### src/rtl/gpin_ctrl.sv
// General-purpose input controller: synchronises and debounces the input bus,
// then latches enabled rising/falling edges as W1C pending flags behind one irq.
module gpin_ctrl #(
  parameter int WIDTH      = 32,
  parameter int DIV_W      = 16,
  parameter int STABLE_CNT = 4
) (
  input  logic             clk,
  input  logic             rst_n,
  input  logic [WIDTH-1:0] gpin,
  input  logic [DIV_W-1:0] tick_div,
  input  logic [WIDTH-1:0] rise_en,
  input  logic [WIDTH-1:0] fall_en,
  input  logic [WIDTH-1:0] irq_clr,
  output logic [WIDTH-1:0] state,
  output logic [WIDTH-1:0] pending,
  output logic             irq,
  output logic             sample_stb
);

  localparam logic [3:0]       LAST    = 4'(STABLE_CNT - 1);
  localparam logic [DIV_W-1:0] CNT_ONE = {{(DIV_W-1){1'b0}}, 1'b1};

  logic [WIDTH-1:0]      sync1;
  logic [WIDTH-1:0]      sync2;
  logic [DIV_W-1:0]      cnt;
  logic [WIDTH-1:0][3:0] dcnt;
  logic [WIDTH-1:0][3:0] dcnt_next;
  logic [WIDTH-1:0]      state_next;
  logic [WIDTH-1:0]      rise;
  logic [WIDTH-1:0]      fall;
  logic [WIDTH-1:0]      pending_next;

  always_ff @(posedge clk or negedge rst_n) begin
    if (!rst_n) begin
      sync1 <= '0;
      sync2 <= '0;
    end else begin
      sync1 <= gpin;
      sync2 <= sync1;
    end
  end

  // Compare with >= so lowering tick_div below cnt ticks at once instead of wrapping.
  always_ff @(posedge clk or negedge rst_n) begin
    if (!rst_n) begin
      cnt        <= '0;
      sample_stb <= 1'b0;
    end else if (cnt >= tick_div) begin
      cnt        <= '0;
      sample_stb <= 1'b1;
    end else begin
      cnt        <= cnt + CNT_ONE;
      sample_stb <= 1'b0;
    end
  end

  // A bit flips only after STABLE_CNT consecutive ticks disagreeing with its state.
  always_comb begin
    state_next = state;
    dcnt_next  = dcnt;
    if (sample_stb) begin
      for (int i = 0; i < WIDTH; i++) begin
        if (sync2[i] == state[i]) begin
          dcnt_next[i] = 4'd0;
        end else if (dcnt[i] == LAST) begin
          state_next[i] = ~state[i];
          dcnt_next[i]  = 4'd0;
        end else begin
          dcnt_next[i] = dcnt[i] + 4'd1;
        end
      end
    end
  end

  always_comb begin
    rise         = state_next & ~state;
    fall         = ~state_next & state;
    pending_next = (pending & ~irq_clr) | (rise & rise_en) | (fall & fall_en);
  end

  always_ff @(posedge clk or negedge rst_n) begin
    if (!rst_n) begin
      state   <= '0;
      dcnt    <= '0;
      pending <= '0;
      irq     <= 1'b0;
    end else begin
      state   <= state_next;
      dcnt    <= dcnt_next;
      pending <= pending_next;
      irq     <= |pending_next;
    end
  end

endmodule
### config.mk
export PLATFORM = sky130hd
export DESIGN_NAME = gpin_ctrl
export DESIGN_NICKNAME = d
export VERILOG_FILES = /design/src/rtl/gpin_ctrl.sv
export SDC_FILE = /design/constraint.sdc
export NUM_CORES = 1
export LEC_CHECK = 0
export CORE_UTILIZATION = 60
export CTS_BUF_LIST = sky130_fd_sc_hd__clkbuf_8
export DETAILED_ROUTE_END_ITERATION = 10
export HOLD_SLACK_MARGIN = 0.02
export PLACE_DENSITY = 0.95
export SYNTH_ARGS = -nofsm -noshare
export SYNTH_HDL_FRONTEND = slang
export SYNTH_SLANG_ARGS = --single-unit
### constraint.sdc
create_clock -name clk -period 4.05 [get_ports clk]
set_clock_uncertainty 0.1 [all_clocks]
set_input_delay 1.215 -clock clk [delete_from_list [all_inputs] [get_ports clk]]
set_output_delay 1.215 -clock clk [all_outputs]
set_load 0.1 [all_outputs]
==> results of run 1 <==
## worst reg2reg max path, cell delays in order (launching register included)
cell       delay, ns
dfrtp_4         0.56
buf_12          0.24
and4bb_1        0.40
o21ai_1         0.13
o2111ai_1       0.19
nor4_1          0.53
nand4_1         0.14
## cells by family (layout without fill, tap and decap cells)
family | after synthesis | after routing
compound gates | 220 | 220
xor+xnor | 91 | 91
fa+ha+maj | 49 | 49
buf+inv | 113 | 382
flops | 274 | 274
mux | 45 | 45
other cells | 0 | 1
simple gates | 407 | 407
## power by group
part	switching, mW	leakage, nW	internal (mW)
Sequential	0.110	3.62	2.83
Combinational	0.248	3.36	0.270
Clock	1.04	0.522	1.27
## metrics by stage
step | setup slack, ns | util, %
floorplan | 1.26 | -
global placement | 0.651 | 72.8
detailed placement | 0.521 | 72.8
CTS | 0.653 | 77.0
global route | 0.625 | 77.0
finish | 0.687 | 77.0
## Yosys cell counts (3+ instances only)
cell	count	area share, %
clkbuf_1	8	0.23
a211oi_2	10	0.95
o311ai_1	6	0.40
buf_6	3	0.26
nor4_1	3	0.14
a21oi_1	17	0.65
o311ai_0	5	0.33
nor2_1	63	1.8
o21a_1	7	0.40
nand2_1	102	2.9
and3_1	16	0.76
and3b_1	42	2.8
nand3_1	35	1.3
xor2_1	52	3.5
o22ai_1	19	0.91
and4bb_2	5	0.48
a211oi_1	7	0.40
dfrtp_1	274	52
nand3b_1	22	1.3
nor3b_1	7	0.40
o21ai_1	15	0.57
buf_4	3	0.17
nor4bb_1	5	0.38
and4bb_1	11	1.0
nor2b_1	17	0.81
a21o_1	6	0.34
o2111ai_1	16	1.1
nand4bb_1	3	0.26
nand4_1	31	1.5
mux2_2	32	2.7
inv_1	84	2.4
o21ai_0	83	3.2
nand2b_1	30	1.4
ha_1	49	4.7
mux2i_1	13	0.99
buf_2	13	0.50
xnor2_1	39	2.6
o31ai_1	20	1.1
## registers in the layout, summed over array words and instances (netlist names)
name and flops:
dcnt 128, state 32, pending 32, sample_stb 1, sync2 32, cnt 16
irq 1, sync1 32
## area by class of cell
type | count | area [sq um] | area share (%)
Sequential cell | 274 | 6860 | 42.0
Multi-Input combinational cell | 812 | 5790 | 35.4
Timing Repair Buffer | 219 | 2150 | 13.2
Clock buffer | 54 | 743 | 4.55
Tap cell | 275 | 344 | 2.11
Inverter | 84 | 315 | 1.93
Clock inverter | 25 | 128 | 0.781
Antenna cell | 1 | 2.50 | 0.0153
## per-layer routing
layer / vias to the layer above / part of all wire [%]
met3: 72 / 4.8
met2: 243 / 52
met5: - / 0
li1: 4746 / -
met1: 4787 / 40
met4: 0 / 2.9
## how the worst max path moves through the flow
| stage | cells past startpoint | end |
|---|---|---|
| floorplan | 7 | sample_stb |
| global placement | 8 | cnt[3] |
| detailed placement | 8 | cnt[1] |
| CTS | 1 | pending[17] |
| global route | 1 | pending[10] |
| finish | 1 | pending[17] |
==> summary.md, run 1 <==
| Metric | Value |
|---|---|
| Status | `finished clean` |
| Max Cap Viol | `0` |
| Final Hold Fails | `0` |
| Slew margin rel. | `a little under a third` |
| Die Span X | `between 100 and 150 um` |
| Clock latency on the worst-skew pair | `roughly 0.53 ns` |
| Seq/Total Area, Yosys | `52.3%` |
| TritonRoute pass-1 iters | `7` |
| WL final | `28200 um` |
| Cell Chain, Critical Path | `clkdlybuf4s50_1` |
| Gr busiest metal | `met2` |
| Hold depth | `0` |
| Pin count of the biggest net entering global routing | `119` |
| Worst slew pin tran | `1.03 ns` |
| Non-Filler Instances | `1744` |
| Share of flip-flops with an asynchronous set or reset | `100%` |
| Post-synthesis register bit count | `274` |
| Grt ovf | `0` |
| Worst min path class | `register to register` |
| Residual DRC count | `0` |
| Post_cts resized | `0` |
| Port bufs | `approximately 210` |
| Critical Path RT | `approximately 2.7 ns` |
| CP Buf/Inv Count | `1` |
| Pwr/cell area | `353 nW/um^2` |
| Initial antenna violation count | `1` |
| Setup Viol. Count Final | `0` |
| Most common cell after layout, fill and taps aside | `dfrtp_1` |
| GRT Util Overall | `25.7%` |
| GP Congestion | `0.787` |
| Mux share of post-synthesis cell area | `between 3 and 4%` |
| Cells after DPL | `roughly 1700` |
| Root buffer cell | `clkbuf_8` |
| Wirelength per Cell | `16.2 um` |
| Mapped Cells | `1199` |
| Leak Pwr | `7.50 nW` |
| Hold WS | `0.240 ns` |
| Worst Setup End Kind | `primary output` |
| CP max-delay cell | `clkdlybuf4s50_1` |
| Die height | `150 um` |
| Worst R2R Start | `sample_stb` |
| WHS Endpoint | `sync2[16]` |
| Die area | `22500 sq um` |
| CP peak stage delay | `1.15 ns` |
| Grt met1 use | `30.7%` |
| Share of cells above drive strength 1 | `11.6%` |
| Largest delay share family, worst path | `buffers and inverters` |
| Synth Area in Simple Gates | `a little under a fifth` |
| Starting Density | `61.8%` |
| Peak Freq | `297 MHz` |
| Detailed Place HPWL | `19600 um` |
| Design area | `between 15000 and 20000 sq um` |
| Mean Syn Cell Area | `10.9 sq um` |
| NumNets Final | `1630` |
| I/O Pins | `212` |
| Final Cycle Share | `about 83%` |
| # clock sinks | `between 200 and 300` |
| Placed inst area | `~15000 sq um` |
| Post-CTS setup buffer count | `0` |
| Compound-cell area share of the yosys netlist | `11.1%` |
| Vias per cell | `5.65` |
| CP max FO | `2` |
| CP arrival | `slightly above 2 ns` |
| Fill cells | `1295` |
| R2R depth | `6` |
| Met2 usage | `~45%` |
| Max Transition Viols Final | `0` |
| Clock-pin transition on the worst setup and hold timing paths | `0.07 ns` |
| Iteration-0 DRC Markers | `372` |
| Worst R2R Setup Slack | `1.62 ns` |
| Core ar. | `21200 sq um` |
| Post-Syn Area | `13100 sq um` |
| Global-route wire length before repair | `roughly 46000 um` |
| CTS Buf Count | `44` |
| Synth Area in XOR/XNOR | `6.07%` |
| Number of enable flip-flop cells after synthesis | `0` |
| Post-DRT Antenna Nets | `0` |
| Clock buffer depth | `3` |
| Minimum clock period | `3.36 ns` |
| Crit Path Class | `register to primary output` |
| CP startpoint | `pending[17]` |
| Most frequent cells in the layout | `dfrtp_1 (273), clkdlybuf4s50_1 (174), inv_1 (102), nand2_1 (102), o21ai_0 (83)` |
| Primary FF master, synth | `dfrtp_1` |
| Syn Nets | `1394` |
| Setup TNS Final | `0 ns` |
| HP Start | `sync1[16]` |
| Detailed-route via count | `slightly below 10000` |
| Ys Warns | `0` |
| Total power | `5.77 mW` |
| Startpoint Class | `register` |
| Met3 Usage GRT | `~5.2%` |
| # hold bufs at CTS | `0` |
| CTS tree | `yes` |
| Vias in the first global route | `9975` |
| Largest family of logic cells by synthesized area | `simple AND/OR/NAND/NOR gates` |
| Maximum VDD drop | `around 0.28 mV` |
| RSZ-0062 raised after global routing | `false` |
| Rows | `53` |
| Reg-to-Reg End | `irq` |
| CTS HTree Levels | `2` |
| Area grow syn2layout | `24.5%` |
| Count of cell types in the netlist | `just under 60` |
| Synthesized-area fraction occupied by adder cells | `4.67%` |
Note: power is estimated with default switching activity, not from simulation.
==> run 2: changes to the inputs <==
--- a/config.mk
+++ b/config.mk
@@ -5,11 +5,11 @@
 export SDC_FILE = /design/constraint.sdc
 export NUM_CORES = 1
 export LEC_CHECK = 0
-export CORE_UTILIZATION = 60
+export CORE_UTILIZATION = 56
 export CTS_BUF_LIST = sky130_fd_sc_hd__clkbuf_8
 export DETAILED_ROUTE_END_ITERATION = 10
 export HOLD_SLACK_MARGIN = 0.02
-export PLACE_DENSITY = 0.95
+export PLACE_DENSITY = 0.91
 export SYNTH_ARGS = -nofsm -noshare
 export SYNTH_HDL_FRONTEND = slang
 export SYNTH_SLANG_ARGS = --single-unit
==> constraint.sdc (replaced) <==
create_clock -name clk -period 3.2 [get_ports clk]
set_clock_uncertainty 0.1 [all_clocks]
set_input_delay 0.96 -clock clk [delete_from_list [all_inputs] [get_ports clk]]
set_output_delay 0.96 -clock clk [all_outputs]
set_load 0.1 [all_outputs]
==> run 2 against run 1 <==
Net effect: global-route usage is 2.6 points lower; critical path depth is the same; clock-buffer cell count is 1 higher; sequential cell count unchanged; register-to-register slack worse by 0.95 ns; highest routed layer unchanged; clock power grew 31%; sequential share of layout area fell by 0.19 points; utilization fell by 4.9 points; largest power group unchanged; sequential power is 27% higher; total power grew 28%.
==> summary.md, run 2 (synthesized netlist as in run 1, its figures left out) <==
| Metric | Value |
|---|---|
| RSZ-0062 raised after global routing | `false` |
| Rows | `55 (+3.8%)` |
| CP max-delay cell | `dfrtp_4` |
| Maximum VDD drop | `0.313 mV (+12%)` |
| Port bufs | `211 (unchanged)` |
| Post-DRT Antenna Nets | `0 (unchanged)` |
| Core ar. | `22800 sq um (+7.3%)` |
| CP arrival | `1.61 ns (-0.44 ns)` |
| Leak Pwr | `7.61 nW (+1.5%)` |
| Initial antenna violation count | `0 (-1)` |
| CP Buf/Inv Count | `1 (unchanged)` |
| Minimum clock period | `~2.7 ns` |
| Slew margin rel. | `34.1% (+3.1 points)` |
| Post-CTS setup buffer count | `0 (unchanged)` |
| CTS tree | `yes` |
| Ant. Diodes | `0 (-1)` |
| Wirelength per Cell | `15.1 um (-6.7%)` |
| CP max FO | `55 (+53)` |
| Die Span X | `155 um (+3.5%)` |
| Setup TNS Final | `0 ns (unchanged)` |
| CTS Buf Count | `46 (+4.5%)` |
| Worst Setup End Kind | `primary output` |
| CP peak stage delay | `0.83 ns (-0.32 ns)` |
| Pin count of the biggest net entering global routing | `90 (-24%)` |
| Worst R2R Setup Slack | `0.67 ns (-0.95 ns)` |
| Total power | `7.37 mW (+28%)` |
| Most frequent cells in the layout | `dfrtp_1 (273), clkdlybuf4s50_1 (144), nand2_1 (102), inv_1 (99), o21ai_0 (83)` |
| Most common cell after layout, fill and taps aside | `dfrtp_1` |
| Startpoint Class | `register` |
| Detailed Place HPWL | `19200 um (-1.7%)` |
| Max reg flops | `128 (unchanged)` |
| Die height | `155 um (+3.5%)` |
| Post_cts resized | `0 (unchanged)` |
| # clock sinks | `274 (unchanged)` |
| Clock latency on the worst-skew pair | `0.52 ns (about the same)` |
| Residual DRC count | `0 (unchanged)` |
| Final Cycle Share | `between 80% and 90%` |
| Pwr/cell area | `449 nW/um^2 (+27%)` |
| Starting Density | `57.6% (-4.2 points)` |
| Worst R2R Start | `sample_stb` |
| Status | `finished clean` |
| Largest delay share family, worst path | `flip-flops` |
| Vias in the first global route | `10015 (+0.40%)` |
| Die area | `24000 sq um (+7.0%)` |
| CTS HTree Levels | `2 (unchanged)` |
| GP Congestion | `0.757 (-3.9%)` |
| Cell Chain, Critical Path | `buf_12` |
| Max Transition Viols Final | `0 (unchanged)` |
| Grt ovf | `0 (unchanged)` |
| Global-route wire length before repair | `45800 um (-1.2%)` |
| GRT Util Overall | `23.1% (-2.6 points)` |
| Reg-to-Reg End | `irq` |
| Max Cap Viol | `0 (unchanged)` |
| Clock-pin transition on the worst setup and hold timing paths | `0.06 ns (about the same)` |
| WL final | `27000 um (-4.2%)` |
| Crit Path Class | `register to primary output` |
| Setup Viol. Count Final | `0 (unchanged)` |
| Top reg by flops | `dcnt` |
| Peak Freq | `375 MHz` |
| Worst min path class | `input port to asynchronous set/reset pin` |
| Area grow syn2layout | `25.0%` |
| Iteration-0 DRC Markers | `386 (+3.8%)` |
| Clock buffer depth | `3 (unchanged)` |
| Root buffer cell | `clkbuf_8` |
| # hold bufs at CTS | `0 (unchanged)` |
| TritonRoute pass-1 iters | `5 (-2)` |
| Vias per cell | `5.50 (-2.7%)` |
| Worst slew pin tran | `0.988 ns (-0.0464 ns)` |
| Final Hold Fails | `0 (unchanged)` |
| NumNets Final | `1641 (+0.67%)` |
| R2R depth | `6 (unchanged)` |
| Critical Path RT | `2.14 ns (-0.59 ns)` |
| Detailed-route via count | `9832 (-0.16%)` |
| I/O Pins | `212 (unchanged)` |
| Share of cells above drive strength 1 | `14.4% (+2.7 points)` |
==> run 2: cell count changes in the layout (fill, tap and decap cells not counted), sizes merged <==
cell	before	now
buf	45	84
bufinv	1	2
clkbuf	54	55
clkdlybuf4s50	174	144
clkinv	6	5
clkinvlp	0	1
diode	1	0
inv	102	99
==> run 2: layout make-up <==
type	instances	area, sq um
timing repair buffer	228	2140
inverter	84	315
fill	1560	6370
clock inverter	23	149
tap	313	392
sequential	274	6860
clock buffer	55	757
multi-input combinational	812	5790
==> run 2: power by group <==
part / switching, mW / leakage (nW) / internal (mW)
sequential: 0.131 / 3.62 / 3.59
clock: 1.31 / 0.523 / 1.71
combinational: 0.293 / 3.47 / 0.338
total: 1.74 / 7.61 / 5.63
==> run 2: worst max path at each step <==
stage | from | endpoint | slack, ns | cells past startpoint
floorplan | tick_div[5] | sample_stb | 0.67 | 7
global placement | tick_div[9] | cnt[4] | 0.07 | 8
detailed placement | tick_div[9] | cnt[2] | 0.03 | 8
CTS | sample_stb | sample_stb | 0.49 | 1
global route | tick_div[9] | cnt[1] | 0.37 | 8
finish | sample_stb | sample_stb | 0.53 | 1
==> run 2: routing by layer <==
metal | part of all wire, % | vias up | global-route usage (%)
met1 | 42 | 4805 | 28.7
met4 | 2.1 | 0 | 7.45
met5 | 0 | - | 0
li1 | - | 4743 | -
met3 | 4.4 | 52 | 4.29
met2 | 51 | 232 | 40.7
==> run 2: metrics by stage <==
step | setup WS (ns) | std cells | utilization (%) | area [sq um] | hold WS (ns)
2_1_floorplan | 0.666 | 1199 | - | 13100 | 0.231
3_3_place_gp | 0.0723 | 1711 | 68.0 | 15500 | 0.231
3_5_place_dp | 0.0275 | 1711 | 68.0 | 15500 | 0.235
4_1_cts | 0.494 | 1789 | 72.0 | 16400 | 0.212
5_1_grt | 0.374 | 1789 | 72.0 | 16400 | 0.224
6_report | 0.533 | 1789 | 72.0 | 16400 | 0.228
